[config.mk]
export PLATFORM = sky130hd
export DESIGN_NAME = param_sync_fifo
export DESIGN_NICKNAME = d
export VERILOG_FILES = /design/src/rtl/param_sync_fifo_pkg.sv /design/src/rtl/param_sync_fifo_ptr.sv /design/src/rtl/param_sync_fifo.sv
export SDC_FILE = /design/constraint.sdc
export NUM_CORES = 1
export LEC_CHECK = 0
export CAP_MARGIN = 25
export CORE_MARGIN = 3
export CORE_UTILIZATION = 58
export DETAILED_ROUTE_END_ITERATION = 16
export PLACE_DENSITY = 0.87
export SLEW_MARGIN = 20
export SYNTH_ARGS = -nofsm -noshare
export SYNTH_HDL_FRONTEND = slang
export SYNTH_SLANG_ARGS = --single-unit
[constraint.sdc]
create_clock -name clk -period 4.05 [get_ports clk]
set_input_delay 0.81 -clock clk [delete_from_list [all_inputs] [get_ports clk]]
set_output_delay 0.81 -clock clk [all_outputs]
set_load 0.005 [all_outputs]
[src/rtl/param_sync_fifo_pkg.sv]
// rtl/param_sync_fifo_pkg.sv - shared defaults and mode enum for param_sync_fifo
package param_sync_fifo_pkg;

    localparam int DEF_DATA_WIDTH = 16;
    localparam int DEF_FIFO_DEPTH = 8;

    typedef enum logic {
        FIFO_STD  = 1'b0,
        FIFO_FWFT = 1'b1
    } fifo_mode_e;

    function automatic int count_width(input int depth);
        return $clog2(depth + 1);
    endfunction

endpackage

[src/rtl/param_sync_fifo_ptr.sv]
// rtl/param_sync_fifo_ptr.sv - modulo-DEPTH pointer, wraps DEPTH-1 -> 0
module fifo_ptr #(
    parameter int DEPTH = 8
) (
    input  logic                       clk,
    input  logic                       rst,
    input  logic                       adv,
    output logic [$clog2(DEPTH)-1:0]   ptr
);

    localparam int AW = $clog2(DEPTH);
    localparam logic [AW-1:0] LAST = AW'(DEPTH - 1);

    always_ff @(posedge clk) begin
        if (rst) begin
            ptr <= '0;
        end else if (adv) begin
            ptr <= (ptr == LAST) ? '0 : ptr + AW'(1);
        end
    end

endmodule

[src/rtl/param_sync_fifo.sv]
// rtl/param_sync_fifo.sv - synchronous FIFO, any depth, registered-read or FWFT output
module param_sync_fifo
    import param_sync_fifo_pkg::*;
#(
    parameter int DATA_WIDTH = DEF_DATA_WIDTH,
    parameter int FIFO_DEPTH = DEF_FIFO_DEPTH,
    parameter int AF_LEVEL   = FIFO_DEPTH - 1,
    parameter int AE_LEVEL   = 1,
    parameter int FWFT       = 0
) (
    input  logic                                clk,
    input  logic                                rst,
    input  logic                                wr_en,
    input  logic [DATA_WIDTH-1:0]               data_in,
    input  logic                                rd_en,
    output logic [DATA_WIDTH-1:0]               data_out,
    output logic                                full,
    output logic                                empty,
    output logic                                almost_full,
    output logic                                almost_empty,
    output logic [$clog2(FIFO_DEPTH+1)-1:0]     count,
    output logic                                wr_ack,
    output logic                                overflow,
    output logic                                underflow
);

    localparam int AW = $clog2(FIFO_DEPTH);
    localparam int CW = count_width(FIFO_DEPTH);
    localparam logic [CW-1:0] DEPTH_C = CW'(FIFO_DEPTH);
    localparam logic [CW-1:0] AF_C    = CW'(AF_LEVEL);
    localparam logic [CW-1:0] AE_C    = CW'(AE_LEVEL);
    localparam fifo_mode_e    MODE    = (FWFT != 0) ? FIFO_FWFT : FIFO_STD;

    logic [DATA_WIDTH-1:0] mem [FIFO_DEPTH];
    logic [AW-1:0]         wr_ptr;
    logic [AW-1:0]         rd_ptr;
    logic                  rd_acc;
    logic                  wr_acc;

    // A read frees a slot in the same cycle, so a full FIFO can still take a write.
    assign rd_acc = rd_en && !empty;
    assign wr_acc = wr_en && (!full || rd_acc);

    assign full         = (count == DEPTH_C);
    assign empty        = (count == '0);
    assign almost_full  = (count >= AF_C);
    assign almost_empty = (count <= AE_C);

    fifo_ptr #(.DEPTH(FIFO_DEPTH)) u_wr_ptr (
        .clk (clk),
        .rst (rst),
        .adv (wr_acc),
        .ptr (wr_ptr)
    );

    fifo_ptr #(.DEPTH(FIFO_DEPTH)) u_rd_ptr (
        .clk (clk),
        .rst (rst),
        .adv (rd_acc),
        .ptr (rd_ptr)
    );

    always_ff @(posedge clk) begin
        if (rst) begin
            count <= '0;
        end else if (wr_acc && !rd_acc) begin
            count <= count + CW'(1);
        end else if (rd_acc && !wr_acc) begin
            count <= count - CW'(1);
        end
    end

    always_ff @(posedge clk) begin
        if (rst) begin
            wr_ack    <= 1'b0;
            overflow  <= 1'b0;
            underflow <= 1'b0;
        end else begin
            wr_ack    <= wr_acc;
            overflow  <= wr_en && !wr_acc;
            underflow <= rd_en && empty;
        end
    end

    // Storage is deliberately not reset; stale words are unreachable once pointers clear.
    always_ff @(posedge clk) begin
        if (wr_acc && !rst) begin
            mem[wr_ptr] <= data_in;
        end
    end

    generate
        if (MODE == FIFO_FWFT) begin : g_fwft
            assign data_out = mem[rd_ptr];
        end else begin : g_std
            logic [DATA_WIDTH-1:0] data_reg;

            always_ff @(posedge clk) begin
                if (rst) begin
                    data_reg <= '0;
                end else if (rd_acc) begin
                    data_reg <= mem[rd_ptr];
                end
            end

            assign data_out = data_reg;
        end
    endgenerate

endmodule

### Yosys cells after proc, flatten, opt, wreduce, memory -nomap -nowiden

Memory sizes are Yosys's and may differ from the RTL's. A register that Yosys moved wholly into a read port is not among the register bits.
Index checks and enable logic that the tools add are counted.
W data, S select, Z words.

* $add $sub $neg: 4
* magnitude comparators: 2
* equality and inequality tests: 3
* mux-type cells: 6
* reduce and logical (&&, ||, !) cells: 15

Operator list (number)
* $mux W4: 2
* $logic_and A1 B1 Y1: 7
* $add A3 B1 Y3 const B: 2
* $eq A3 B3 Y1 const B: 2
* $mux W3: 2
* $logic_not A1 Y1: 5
* $add A4 B1 Y4 const B: 1
* $eq A4 B4 Y1 const B: 1
* $ge A4 B3 Y1 const B: 1
* $le A4 B1 Y1 const B: 1
* $logic_not A4 Y1: 1
* $sub A4 B1 Y4 const B: 1
* $mux W1: 2
* $reduce_bool A2 Y1: 1
* $logic_or A1 B1 Y1: 1

* bits in registers: 13
* bits in writable memories: 128
* input bits: 20
* output and inout bits: 27
* word-level logic and storage cells: 37
* memories kept: 1

Memories
* mem: words 8, bits a word 16, rd ports 1, clocked after memory_dff 1, write ports 1, line param_sync_fifo.sv:34 `logic [DATA_WIDTH-1:0] mem [FIFO_DEPTH];`

### Logic depth before layout (Yosys ltp)

Gate-level depths: netlist (run 1).

* depth in word-level cells: 9
* depth in mapped cells: 10
* depth with buffers taken out: 9

### Hierarchy

Synthesis (run 1) repeated with hierarchy kept, for this count alone.

* cells, all modules: 361
* area, all modules: 6122.1 µm²

Modules (own cells, without submodules)
* param_sync_fifo: times used 1, cells each 335, area an instance 5839.4 µm², seq. area each 4304.1 µm²
* fifo_ptr: times used 2, cells each 13, area an instance 141.4 µm², seq. area each 60.1 µm²

### Worst setup path before layout (run 1)

OpenSTA, ideal clock, no wires.

* path type: in2reg
* start point: in rd_en
* end point: mem mem[1][0] in the netlist's numbering, enable pin
* library setup time: 409 ps
* arrival time: 2671 ps
* required time: 3641 ps
* setup slack: 970 ps
* cell stages on the path: 5
* path buffers: 2
* path through: clkbuf_1 > o21a_1 > buf_2 > nand3b_1 > nor3_1

* word-level cells in the longest chain between the ends: 6

Ends and longest elaborated chain
* from (decl): line param_sync_fifo.sv:15 `input logic rd_en,`
* $logic_and A1 B1 Y1: line param_sync_fifo.sv:41 `assign rd_acc = rd_en && !empty;`
* $logic_or A1 B1 Y1: line param_sync_fifo.sv:42 `assign wr_acc = wr_en && (!full || rd_acc);`
* $logic_and A1 B1 Y1: line param_sync_fifo.sv:42
* $logic_and A1 B1 Y1: line param_sync_fifo.sv:87 `if (wr_acc && !rst) begin`
* $mux W1: line param_sync_fifo.sv:87
* $mux W1 (implied by the code): line param_sync_fifo.sv:88 `mem[wr_ptr] <= data_in;`
* to (decl): line param_sync_fifo.sv:34

Every way passes these cells.

### Worst setup path after layout (run 1)

* start point: reg count[0]
* end point: out empty

* word-level cells in the longest chain between the ends: 1

Ends and longest elaborated chain
* from (decl): line param_sync_fifo.sv:21 `output logic [$clog2(FIFO_DEPTH+1)-1:0] count,`
* from (signal assigned): line param_sync_fifo.sv:67 `count <= count + CW'(1);`
* from (signal assigned): line param_sync_fifo.sv:69 `count <= count - CW'(1);`
* $logic_not A4 Y1: line param_sync_fifo.sv:45 `assign empty = (count == '0);`
* to (decl): line param_sync_fifo.sv:18 `output logic empty,`

Every way passes these cells.

==> reports/metrics.cfg, run 1 <==
[logic_synthesis]
syn_area_um2 = 6090
yosys-top-cells-count = edfxtp_1 (128), mux2i_1 (68), a22oi_1 (32), dfxtp_1 (29), nor2_1 (17)
synth-xor-area-share = 0.00431
synthAdderAreaFrac = 0.0185
ys_ff_latch = 157
synth_edf_count = 128
async_flop_share = 0
postSynthAreaPerCell_um2 = 16.6
synth-simple-area-share = 0.0376
syn_nets = 395
synth_ff_type = edfxtp_1
synth_top_family_by_area = multiplexers
ys_top_cells_by_area = edfxtp_1 (63%), mux2i_1 (11%), dfxtp_1 (9.5%)
synth_compound_area_frac = 0.0783
synth_top_area_frac = 0.631
synthMuxAreaShare = 0.112
yosysTopAreaCell = edfxtp_1
ys_seq_area_frac = 0.727
yosysWarnings = 0
ys_types = 34
synthCells = 366
synth_most_common_cell = edfxtp_1

[global_route]
grtUsageTotal = 0.231
grt_pass1_vias = 3554
antenna_found_initial = 0
grt_max_degree = 40
grt_overflow = 0
grt_pass1_wl_mm = 19.5

[place]
placed_area_um2 = 6740
pre_cts_ws_ps = 1140
dp_cells = 540
dp_hpwl_mm = 7.10
place_congestion = 0.785
port-buffer-count = 46

[floorplanning]
initial_core_util = 0.609
die_w_um = 108
coreArea_um2 = 10000
rows = 36
ios = 47
die_y_um = 108
dieArea_um2 = 11800

[setup_path]
cp-end-kind = output pin
worstPathRequired_ps = 3240
worstSetupStartpointType = flop
worstPathArrival_ps = 2280
cpMaxStageDelayCell = clkdlybuf4s50_1
cp_top_family = buffers and inverters
crit_chain = inv_1 -> ha_1 -> or3b_1 -> clkinv_2 -> clkdlybuf4s50_1
path_buf_inv = 3
slowest_delay_ps = 500
cp_max_fo = 7
worstSetupPathType = reg -> out

[detailed_routing]
dr.pass1.iters = 5
route.vias.total = 3478
dr_wl_met3_um = 782
drc_errors = 0
wl_mm = 12.4
met2_wirelength_mm = 6.52
dr.max_layer_used = met4
wl_per_cell_um = 21.7
met1_length_mm = 4.86
via_per_inst = 6.08
dr.first_iter.drc_count = 285
drtAntennaViolNets = 0

[timing]
hold_viol_final = 0
holdWs_ps = 465
drv_slew = 0
rsz0062_at_grt = no
max_freq_mhz = 324
fin_skew_ps = 12.0
worst_slew_pin_slew_ps = 992
fin_crit_sh = 0.763
setup_tns_ps = 0
setup_violations = 0
slew_headroom = 0.338
setup_slack_ps = 961
layout_min_cycle_time_ps = 3090

[clock_tree]
clock_path_buffers = 2
cts_htree_levels = 4
cts_buffers = 17
cts_sinks = 157
tritoncts = done
ctsRootBufferMaster = clkbuf_8
clkTransAtPathRegs_ps = 60
ctsResizeCount = 0
hold_buffers = 0
cts_setup_buffers = 0
worstSkewPairLatency_ps = 530

[final_layout]
fin_util = 0.735
fin_area_um2 = 7350
layout-drive-gt1-share = 0.123
layout.nets = 455
fill_cells = 605
areaGrowthSynthToFinish_pct = 20.8
antennaDiodeCount = 0
finalNonFillerCells = 572

[power_and_ir_drop]
powerDensity_nw_per_um2 = 617
report.power.total_mw = 4.54
power.leakage_nw = 2.45
ir_worst_vdd_uv = 324

[run]
max-cap-violations = 0

[worst_hold_path]
hold_class = reg -> reg

[status]
status = finished clean

==> cell type report <==
type / instances / area, um2 / area share
timing repair buffer: 62 / 593 / 0.0807
tap: 133 / 166 / 0.0226
clock inverter: 14 / 194 / 0.0264
sequential: 157 / 4430 / 0.602
inverter: 4 / 16.3 / 0.00221
multi-input combinational: 184 / 1540 / 0.209
clock buffer: 18 / 418 / 0.0568
==> final timing paths <==
kind,start,to,slack (ps),cells after the start
min,data_out[2]$_SDFFE_PP0P_,data_out[2]$_SDFFE_PP0P_,460,1
max,count[0]$_SDFFE_PP0P_,empty,960,5
min reg2reg,data_out[2]$_SDFFE_PP0P_,data_out[2]$_SDFFE_PP0P_,460,1
max reg2reg,count[0]$_SDFFE_PP0P_,count[3]$_SDFFE_PP0P_,1530,9
==> per-layer routing <==
metal / GRT usage / vias up
met5: 0 / -
met4: 0.0893 / 0
met3: 0.0704 / 22
met2: 0.387 / 133
met1: 0.281 / 1758
li1: - / 1565
==> sequential cells by signal (all words and copies together), names as in the netlist <==
signal and cells:
count 4, data_out 16, mem 128, overflow 1, u_rd_ptr.ptr 3, u_wr_ptr.ptr 3, underflow 1, wr_ack 1
==> cells by family (layout without fill, tap and decap cells) <==
group,after synthesis,after routing
buffers and inverters,25,98
AND/OR/NAND/NOR,45,45
flip-flops,157,157
AO/OA/AOI/OAI,59,59
multiplexers,68,68
adder cells (fa/ha/maj),9,9
XOR/XNOR,3,3
==> layout by cell type (no fill, tap or decap), drive strengths merged, types with 2 or more instances in the layout <==
master and count:
clkdlybuf4s50 46, ha 9, dfxtp 29, inv 4, or3 2, nor2b 3, a21oi 7, clkbuf 18
bufinv 4, nor2 18, edfxtp 128, a22oi 32, clkinv 6, xor2 2, buf 16, clkinvlp 4
nand3b 2, nand2 5, nor3 4, nand2b 5, mux2i 68, a32o 16
==> where the power goes <==
part	internal (mW)	switching [mW]
combinational	0.496	0.422
clock	1.00	0.616
sequential	1.85	0.147
total	3.35	1.19
No activity file was read; power rests on OpenSTA's default activity.
==> inputs of run 2 (changes only) <==
clock period = 3.1 ns   (was 4.05 ns; I/O delays follow)
==> reports/metrics.cfg, run 2 (synthesized netlist as in run 1, its figures left out) <==
[final_layout]
largest_reg_flops = 128  ; unchanged
layout-drive-gt1-share = 0.127  ; +0.00398
layout.nets = 457  ; +0.44%
fin_area_um2 = 7300  ; -0.71%
antennaDiodeCount = 0  ; unchanged
final_common_cell = edfxtp_1
fill_cells = 596  ; -1.5%
areaGrowthSynthToFinish_pct = 19.9
layout_common_cells = edfxtp_1 (128), mux2i_1 (68), clkdlybuf4s50_1 (46), a22oi_1 (32), dfxtp_1 (28)
largest-register = mem
finalNonFillerCells = 574  ; +0.35%
fin_util = 0.730  ; -0.00526

[timing]
rsz0062_at_grt = no
drv_slew = 0  ; unchanged
setup_violations = 0  ; unchanged
slew_headroom = 0.325  ; -0.0135
holdWs_ps = 465  ; +0.387 ps
fin_skew_ps = 10.8  ; -1.19 ps
setup_slack_ps = 186  ; -775 ps
worst_slew_pin_slew_ps = 1010  ; +20.3 ps
max_freq_mhz = 343
setup_tns_ps = 0  ; unchanged
fin_crit_sh = 0.940
layout_min_cycle_time_ps = 2910
hold_viol_final = 0  ; unchanged

[setup_path]
worstPathArrival_ps = 2290  ; about the same
worst_r2r_endpoint = count[3]$_SDFFE_PP0P_
worstPathRequired_ps = 2480  ; -760 ps
ff2ff_setup_slack_ps = 550  ; -980 ps
r2r-start = count[0]$_SDFFE_PP0P_
cp_max_fo = 7  ; unchanged
worstSetupStartpointType = flop
crit_path_end = empty
worstSetupPathType = reg -> out
cp-end-kind = output pin
crit_path_start = count[0]$_SDFFE_PP0P_
reg2reg_depth = 9  ; unchanged

[run]
max-cap-violations = 0  ; unchanged

[place]
place_congestion = 0.746  ; -5.0%
port-buffer-count = 46  ; unchanged
dp_cells = 542  ; +0.37%
placed_area_um2 = 6740  ; unchanged
pre_cts_ws_ps = 528  ; -609 ps
dp_hpwl_mm = 7.17  ; +0.95%

[floorplanning]
die_y_um = 108  ; unchanged
die_w_um = 108  ; unchanged
coreArea_um2 = 10000  ; unchanged
dieArea_um2 = 11800  ; unchanged
ios = 47  ; unchanged
initial_core_util = 0.609  ; unchanged
rows = 36  ; unchanged

[clock_tree]
cts_sinks = 157  ; unchanged
tritoncts = done
ctsResizeCount = 0  ; unchanged
clock_path_buffers = 2  ; unchanged
cts_buffers = 17  ; unchanged
cts_setup_buffers = 0  ; unchanged
clkTransAtPathRegs_ps = 70  ; about the same
cts_htree_levels = 4  ; unchanged
worstSkewPairLatency_ps = 530  ; about the same
ctsRootBufferMaster = clkbuf_8
hold_buffers = 0  ; unchanged

[global_route]
grt_overflow = 0  ; unchanged
grtUsageTotal = 0.227  ; -0.00410
grt_pass1_vias = 3517  ; -1.0%
grt_pass1_wl_mm = 19.3  ; -1.2%
antenna_found_initial = 0  ; unchanged
grt_max_degree = 43  ; +7.5%

[power_and_ir_drop]
power.leakage_nw = 2.44  ; -0.17%
ir_worst_vdd_uv = 372  ; +15%
report.power.total_mw = 5.78  ; +27%
powerDensity_nw_per_um2 = 792  ; +28%

[detailed_routing]
wl_mm = 12.5  ; +0.48%
drc_errors = 0  ; unchanged
via_per_inst = 5.89  ; -3.2%
route.vias.total = 3380  ; -2.8%
dr.first_iter.drc_count = 214  ; -25%
wl_per_cell_um = 21.7  ; +0.13%
dr.pass1.iters = 4  ; -1
drtAntennaViolNets = 0  ; unchanged

[status]
status = finished clean

[worst_hold_path]
hold_class = reg -> reg

run 2: cell types whose count changed in the layout (fill, tap and decap cells not counted), sizes merged:
| cell | previous run | this run |
|---|---|---|
| buf | 16 | 18 |
| inv | 4 | 15 |
| bufinv | 4 | 0 |
| clkinv | 6 | 3 |
| clkinvlp | 4 | 1 |
| clkbuf | 18 | 17 |
run 2: worst min-delay path by stage:
stage,start,to,slack (ps),cells past startpoint
finish,data_out[14]$_SDFFE_PP0P_,data_out[14]$_SDFFE_PP0P_,470,1
floorplan,data_out[0]$_SDFFE_PP0P_,data_out[0]$_SDFFE_PP0P_,470,1
global placement,data_out[8]$_SDFFE_PP0P_,data_out[8]$_SDFFE_PP0P_,450,1
CTS,data_out[14]$_SDFFE_PP0P_,data_out[14]$_SDFFE_PP0P_,470,1
detailed placement,data_out[10]$_SDFFE_PP0P_,data_out[10]$_SDFFE_PP0P_,460,1
global route,data_out[14]$_SDFFE_PP0P_,data_out[14]$_SDFFE_PP0P_,490,1
run 2: final cells by class:
type | instances | area (um2) | area share
Tap cell | 133 | 166 | 0.0228
Inverter | 4 | 16.3 | 0.00223
Multi-Input combinational cell | 184 | 1540 | 0.210
Timing Repair Buffer | 64 | 596 | 0.0816
Clock buffer | 17 | 414 | 0.0567
Clock inverter | 15 | 145 | 0.0199
Sequential cell | 157 | 4430 | 0.607
run 2: critical path: stages, from the launching register on:
cell             delay [ps]
dfxtp_1                 380
inv_1                   110
ha_1                    180
or3b_1                  500
clkinv_2                100
clkdlybuf4s50_1         500
run 2: report_power, final:
group	switching [mW]	total (mW)	leakage (nW)	internal [mW]
Combinational	0.556	1.20	0.772	0.649
Sequential	0.197	2.62	1.39	2.42
Clock	0.922	1.96	0.275	1.03
Total	1.68	5.78	2.44	4.10
run 2: per-layer routing:
metal  global-route usage  vias to the layer above  routed length, um
met2                0.381                      104               6470
met4                0.107                        0                252
met5                    0                        -                  0
met3               0.0507                       19                802
met1                0.279                     1691               4950
li1                     -                     1566                  -
==> inputs of run 3 (changes only) <==
ABC_CLOCK_PERIOD_IN_PS = 3100   (was default)
SLEW_MARGIN = 10   (was 20)
==> results of run 3 <==
Final layout, timing and power as in run 2 (identical DEF).
